===== src/rtl/stopwatch_pkg.sv =====
// Shared types for the stopwatch controller: command codes, FSM states and
// the default timer width.
package stopwatch_pkg;

    localparam int TIMER_W_DEFAULT = 4;

    typedef enum logic [1:0] {
        CMD_START = 2'd0,
        CMD_STOP  = 2'd1,
        CMD_CLEAR = 2'd2,
        CMD_LAP   = 2'd3
    } cmd_e;

    typedef enum logic [1:0] {
        ST_IDLE,
        ST_PULSE,
        ST_SETTLE
    } state_e;

endpackage


===== src/rtl/lap_fifo.sv =====
// Lap-time FIFO: circular buffer with occupancy counter, synchronous flush,
// and push-while-full accepted only when a pop frees a slot in the same cycle.
module lap_fifo #(
    parameter int TIMER_W   = 4,
    parameter int LAP_DEPTH = 4
) (
    input  logic               clk,
    input  logic               reset,
    input  logic               push,
    input  logic               pop,
    input  logic               flush,
    input  logic [TIMER_W-1:0] push_data,
    output logic               full,
    output logic               empty,
    output logic [TIMER_W-1:0] data
);

    localparam int PTR_W = $clog2(LAP_DEPTH);
    localparam int CNT_W = PTR_W + 1;

    logic [TIMER_W-1:0] mem [LAP_DEPTH];
    logic [PTR_W-1:0]   wr_ptr;
    logic [PTR_W-1:0]   rd_ptr;
    logic [CNT_W-1:0]   count;
    logic               do_push;
    logic               do_pop;

    assign empty   = (count == '0);
    assign full    = (count == CNT_W'(LAP_DEPTH));
    assign do_pop  = pop && !empty;
    assign do_push = push && (!full || do_pop);

    // Pointers are log2(depth) wide, so the increment wraps for free.
    always_ff @(posedge clk or posedge reset) begin
        if (reset) begin
            wr_ptr <= '0;
            rd_ptr <= '0;
            count  <= '0;
        end else if (flush) begin
            wr_ptr <= '0;
            rd_ptr <= '0;
            count  <= '0;
        end else begin
            if (do_push) wr_ptr <= wr_ptr + 1'b1;
            if (do_pop)  rd_ptr <= rd_ptr + 1'b1;
            case ({do_push, do_pop})
                2'b10:   count <= count + 1'b1;
                2'b01:   count <= count - 1'b1;
                default: count <= count;
            endcase
        end
    end

    // NOTE: storage is deliberately left out of reset; validity comes from
    // count, and the output mux below forces zero while empty.
    always_ff @(posedge clk) begin
        if (do_push && !flush) mem[wr_ptr] <= push_data;
    end

    assign data = empty ? '0 : mem[rd_ptr];

endmodule


===== src/rtl/stopwatch_ctrl.sv =====
// Command front-end for an external stopwatch: issues registered toggle/clear
// pulses with a fixed 3-cycle command period and buffers lap times.
module stopwatch_ctrl
    import stopwatch_pkg::*;
#(
    parameter int TIMER_W   = TIMER_W_DEFAULT,
    parameter int LAP_DEPTH = 4
) (
    input  logic               clk,
    input  logic               reset,
    input  logic               cmd_valid,
    input  logic [1:0]         cmd,
    output logic               cmd_ready,
    output logic               sw_toggle,
    output logic               sw_reset,
    input  logic [TIMER_W-1:0] sw_timer,
    output logic               running,
    output logic               lap_valid,
    input  logic               lap_ready,
    output logic [TIMER_W-1:0] lap_data,
    output logic               lap_overflow
);

    state_e state_q;
    state_e state_d;
    cmd_e   cmd_code;
    logic   toggle_d;
    logic   clear_d;
    logic   lap_push;
    logic   lap_pop;
    logic   fifo_flush;
    logic   fifo_full;
    logic   fifo_empty;

    assign cmd_code  = cmd_e'(cmd);
    assign cmd_ready = (state_q == ST_IDLE);
    assign lap_valid = !fifo_empty;
    assign lap_pop   = lap_valid && lap_ready;

    always_ff @(posedge clk or posedge reset) begin
        if (reset) state_q <= ST_IDLE;
        else       state_q <= state_d;
    end

    // NOTE: every combinational output gets a default first so no path
    // through the case statement can leave one unassigned and infer a latch.
    always_comb begin
        state_d    = state_q;
        toggle_d   = 1'b0;
        clear_d    = 1'b0;
        lap_push   = 1'b0;
        fifo_flush = 1'b0;
        case (state_q)
            ST_IDLE: begin
                if (cmd_valid) begin
                    case (cmd_code)
                        CMD_START: if (!running) begin
                            state_d  = ST_PULSE;
                            toggle_d = 1'b1;
                        end
                        CMD_STOP: if (running) begin
                            state_d  = ST_PULSE;
                            toggle_d = 1'b1;
                        end
                        CMD_CLEAR: begin
                            state_d    = ST_PULSE;
                            clear_d    = 1'b1;
                            fifo_flush = 1'b1;
                        end
                        CMD_LAP: lap_push = 1'b1;
                        default: state_d = ST_IDLE;
                    endcase
                end
            end
            ST_PULSE:  state_d = ST_SETTLE;
            ST_SETTLE: state_d = ST_IDLE;
            default:   state_d = ST_IDLE;
        endcase
    end

    // NOTE: registered state uses non-blocking assignments so every flop
    // samples pre-edge values regardless of statement order.
    always_ff @(posedge clk or posedge reset) begin
        if (reset) begin
            sw_toggle    <= 1'b0;
            sw_reset     <= 1'b0;
            running      <= 1'b0;
            lap_overflow <= 1'b0;
        end else begin
            sw_toggle <= toggle_d;
            sw_reset  <= clear_d;
            // The mirror flips as the toggle pulse ends (PULSE -> SETTLE).
            if (state_q == ST_PULSE && sw_toggle) running <= ~running;
            if (fifo_flush)
                lap_overflow <= 1'b0;
            else if (lap_push && fifo_full && !lap_pop)
                lap_overflow <= 1'b1;
        end
    end

    lap_fifo #(
        .TIMER_W   (TIMER_W),
        .LAP_DEPTH (LAP_DEPTH)
    ) u_lap_fifo (
        .clk       (clk),
        .reset     (reset),
        .push      (lap_push),
        .pop       (lap_pop),
        .flush     (fifo_flush),
        .push_data (sw_timer),
        .full      (fifo_full),
        .empty     (fifo_empty),
        .data      (lap_data)
    );

endmodule


===== config.mk =====
export PLATFORM = sky130hd
export DESIGN_NAME = stopwatch_ctrl
export DESIGN_NICKNAME = d
export VERILOG_FILES = /design/src/rtl/stopwatch_pkg.sv /design/src/rtl/lap_fifo.sv /design/src/rtl/stopwatch_ctrl.sv
export SDC_FILE = /design/constraint.sdc
export NUM_CORES = 1
export LEC_CHECK = 0
export BUFFER_PORTS_ARGS = -buffer_cell sky130_fd_sc_hd__buf_4
export CAP_MARGIN = 20
export CORE_ASPECT_RATIO = 1.4
export CORE_UTILIZATION = 40
export DETAILED_ROUTE_END_ITERATION = 16
export GPL_TIMING_DRIVEN = 0
export PLACE_DENSITY = 0.6
export SKIP_CTS_REPAIR_TIMING = 1
export SYNTH_ARGS = -nofsm -noshare
export SYNTH_HDL_FRONTEND = slang
export SYNTH_SLANG_ARGS = --single-unit

===== constraint.sdc =====
create_clock -name clk -period 3.25 [get_ports clk]
set_input_delay 0.1625 -clock clk [delete_from_list [all_inputs] [get_ports clk]]
set_output_delay 0.1625 -clock clk [all_outputs]
set_load 0.02 [all_outputs]

==> flow_summary.yaml <==
placed_design:
  dpl_cell_area_um2: 1550
  gp_congestion: 0.752
  place_inst: 155
  pre_cts_ws_ns: 0.557
  dpl.hpwl_um: 1740
  portBuffers: 18
sta:
  setup_viol: 0
  worst_slack_ns: 0.569
  hold_viol_final: 0
  finalClockSkew_ns: 0.00421
  relSlewSlack: 0.503
  finalSetupTns_ns: 0
  rsz0062_at_grt: "false"
  worst_pin_slew_ns: 0.740
  hold_ws_ns: 0.0523
  layout_min_cycle_time_ns: 2.68
  period_share: 0.825
  max_freq_mhz: 373
  drv_slew: 0
cells_and_area:
  final_common_cell: "buf_4"
  final_core_util: 0.527
  nNetsFinal: 139
  syn_to_final_growth_pct: 23.0
  mostFrequentLayoutCells: "buf_4 (18), edfxtp_1 (16), dfrtp_1 (13), and2_1 (8), nor2_1 (7)"
  final_cells: 164
  antenna-diode-count: 0
  fin_area_um2: 1680
  layout-drive-gt1-share: 0.304
clocking:
  clock_latency_ns: 0.28
  cts_buffers: 5
  clock-sinks: 29
  htreeDepth: 2
  cts_tree: "done"
  cts_max_path_buffers: 2
  cts.clk_slew.worst_paths_ns: 0.06
  root_buffer: "clkbuf_8"
drt:
  wl_per_cell_um: 14.6
  drtPass1Iterations: 4
  vias: 829
  viasPerCell: 5.05
  drt_wl_total_um: 2400
  drtIter0Drc: 12
  drc_errors: 0
  drtAntennaViolNets: 0
critical_path:
  path_cells: "o31ai_1 -> a21o_1 -> inv_1 -> fa_1 -> a211oi_1 -> a31oi_4 -> mux2_1"
  critPathLaunchType: "flop"
  crit_type: "reg -> reg"
  endpoint: "u_lap_fifo.count[2]"
  reg2reg_depth: 7
  reg2reg_slack_ns: 0.57
  cp_data_required_time_ns: 3.41
  worstPathMaxFanout: 7
  critPathTopFamily: "compound AO/OA/AOI/OAI gates"
  path_depth: 7
  max_stage_delay_ns: 0.69
  cp.arrival_ns: 2.85
  crit_start: "u_lap_fifo.count[0]"
  cp_num_buf_inv: 1
  cp-end-kind: "flop"
  rr_endpoint: "u_lap_fifo.count[2]"
  regToRegStartpoint: "u_lap_fifo.count[0]"
  slowest_stage: "o31ai_1"
die:
  dieArea_um2: 3650
  core_um2: 3180
  die_w_um: 51.4
  io_pins: 20
  num_rows: 24
  fp.dieH_um: 71.1
  start_util: 0.428
pwr:
  powerDensity_nw_per_um2: 844
  finalPower_mw: 1.42
  p_leak_nw: 0.688
  vdd_drop_max_v: 0.000391
global_route:
  grtUsageTotal: 0.159
  globalRouteOverflowTotal: 0
  antenna_found_initial: 0
  grt_max_degree: 14
  grt_pass1_wl_um: 4000
  first_global_vias: 857
synthesis:
  netlist_area_um2: 1360
  synth.net_count: 113
  synth.distinct_cells: 32
  yosysSeqAreaShare: 0.591
  yosys_warnings: 0
  avgSynthCellArea_um2: 13.9
  ys.flop_type: "edfxtp_1"
  synth-seq-cells: 29
  syn_inst: 98
  synthArstFlopShare: 0.448
  synth_edf_count: 16
outcome:
  status: "completed"
min_path:
  min_path_type: "in -> reg"
run:
  drv_cap: 0
-- report_power, final --
part | internal, mW | switching (mW)
registers | 0.456 | 0.0754
logic | 0.249 | 0.253
clock network | 0.249 | 0.134
-- layout make-up --
| class | count | area (um^2) |
|---|---|---|
| fill | 315 | 1510 |
| sequential | 29 | 806 |
| multi-input combinational | 60 | 517 |
| timing repair buffer | 19 | 145 |
| clock buffer | 6 | 82.6 |
| tap | 39 | 48.8 |
| clock inverter | 2 | 37.5 |
| buffer | 4 | 22.5 |
| inverter | 5 | 18.8 |
-- worst min path at each step --
stage / endpoint / depth (start not counted) / from
after global routing: sw_toggle / 2 / cmd[1]
after detailed placement: state_q[0] / 2 / reset
after CTS: lap_overflow / 2 / reset
final: sw_toggle / 2 / cmd[1]
after global placement: u_lap_fifo.wr_ptr[1] / 2 / reset
after floorplan: lap_overflow / 1 / reset
-- synthesized netlist by cell type (all sizes together), types with 3 or more instances --
| library cell | count | area [um^2] |
|---|---|---|
| dfrtp | 13 | 325 |
| and2 | 8 | 50.1 |
| ha | 4 | 50.1 |
| nor2 | 7 | 26.3 |
| inv | 5 | 18.8 |
| clkbuf | 3 | 11.3 |
| nor2b | 3 | 18.8 |
| edfxtp | 16 | 480 |
| mux4 | 4 | 90.1 |
| xor2 | 3 | 26.3 |
| nor3 | 4 | 20.0 |
| nand2 | 4 | 15.0 |
-- routing by layer --
metal | share of wire | global-route usage | wire length (um)
met3 | 0.045 | 0.0602 | 108
met4 | 0.025 | 0.0871 | 59
met1 | 0.40 | 0.173 | 959
met2 | 0.53 | 0.263 | 1270
met5 | 0 | 0 | 0
-- flip-flops by register name (all words and copies together) (netlist names) --
| signal | flops |
|---|---|
| u_lap_fifo.rd_ptr | 2 |
| lap_overflow | 1 |
| u_lap_fifo.wr_ptr | 2 |
| state_q | 2 |
| u_lap_fifo.mem | 16 |
| running | 1 |
| sw_toggle | 1 |
| sw_reset | 1 |
| u_lap_fifo.count | 3 |
-- kinds of logic (layout without fill, tap and decap cells) --
logic type      count (synthesis)  after routing  share of synthesized area
xor+xnor                        5              5                     0.0321
compound gates                 12             12                     0.0780
fa+ha+maj                       5              5                     0.0514
flops                          29             29                      0.591
buf+inv                         9             36                     0.0303
simple gates                   32             32                      0.135
mux                             6              6                     0.0826
Note: power is estimated with default switching activity, not from simulation.
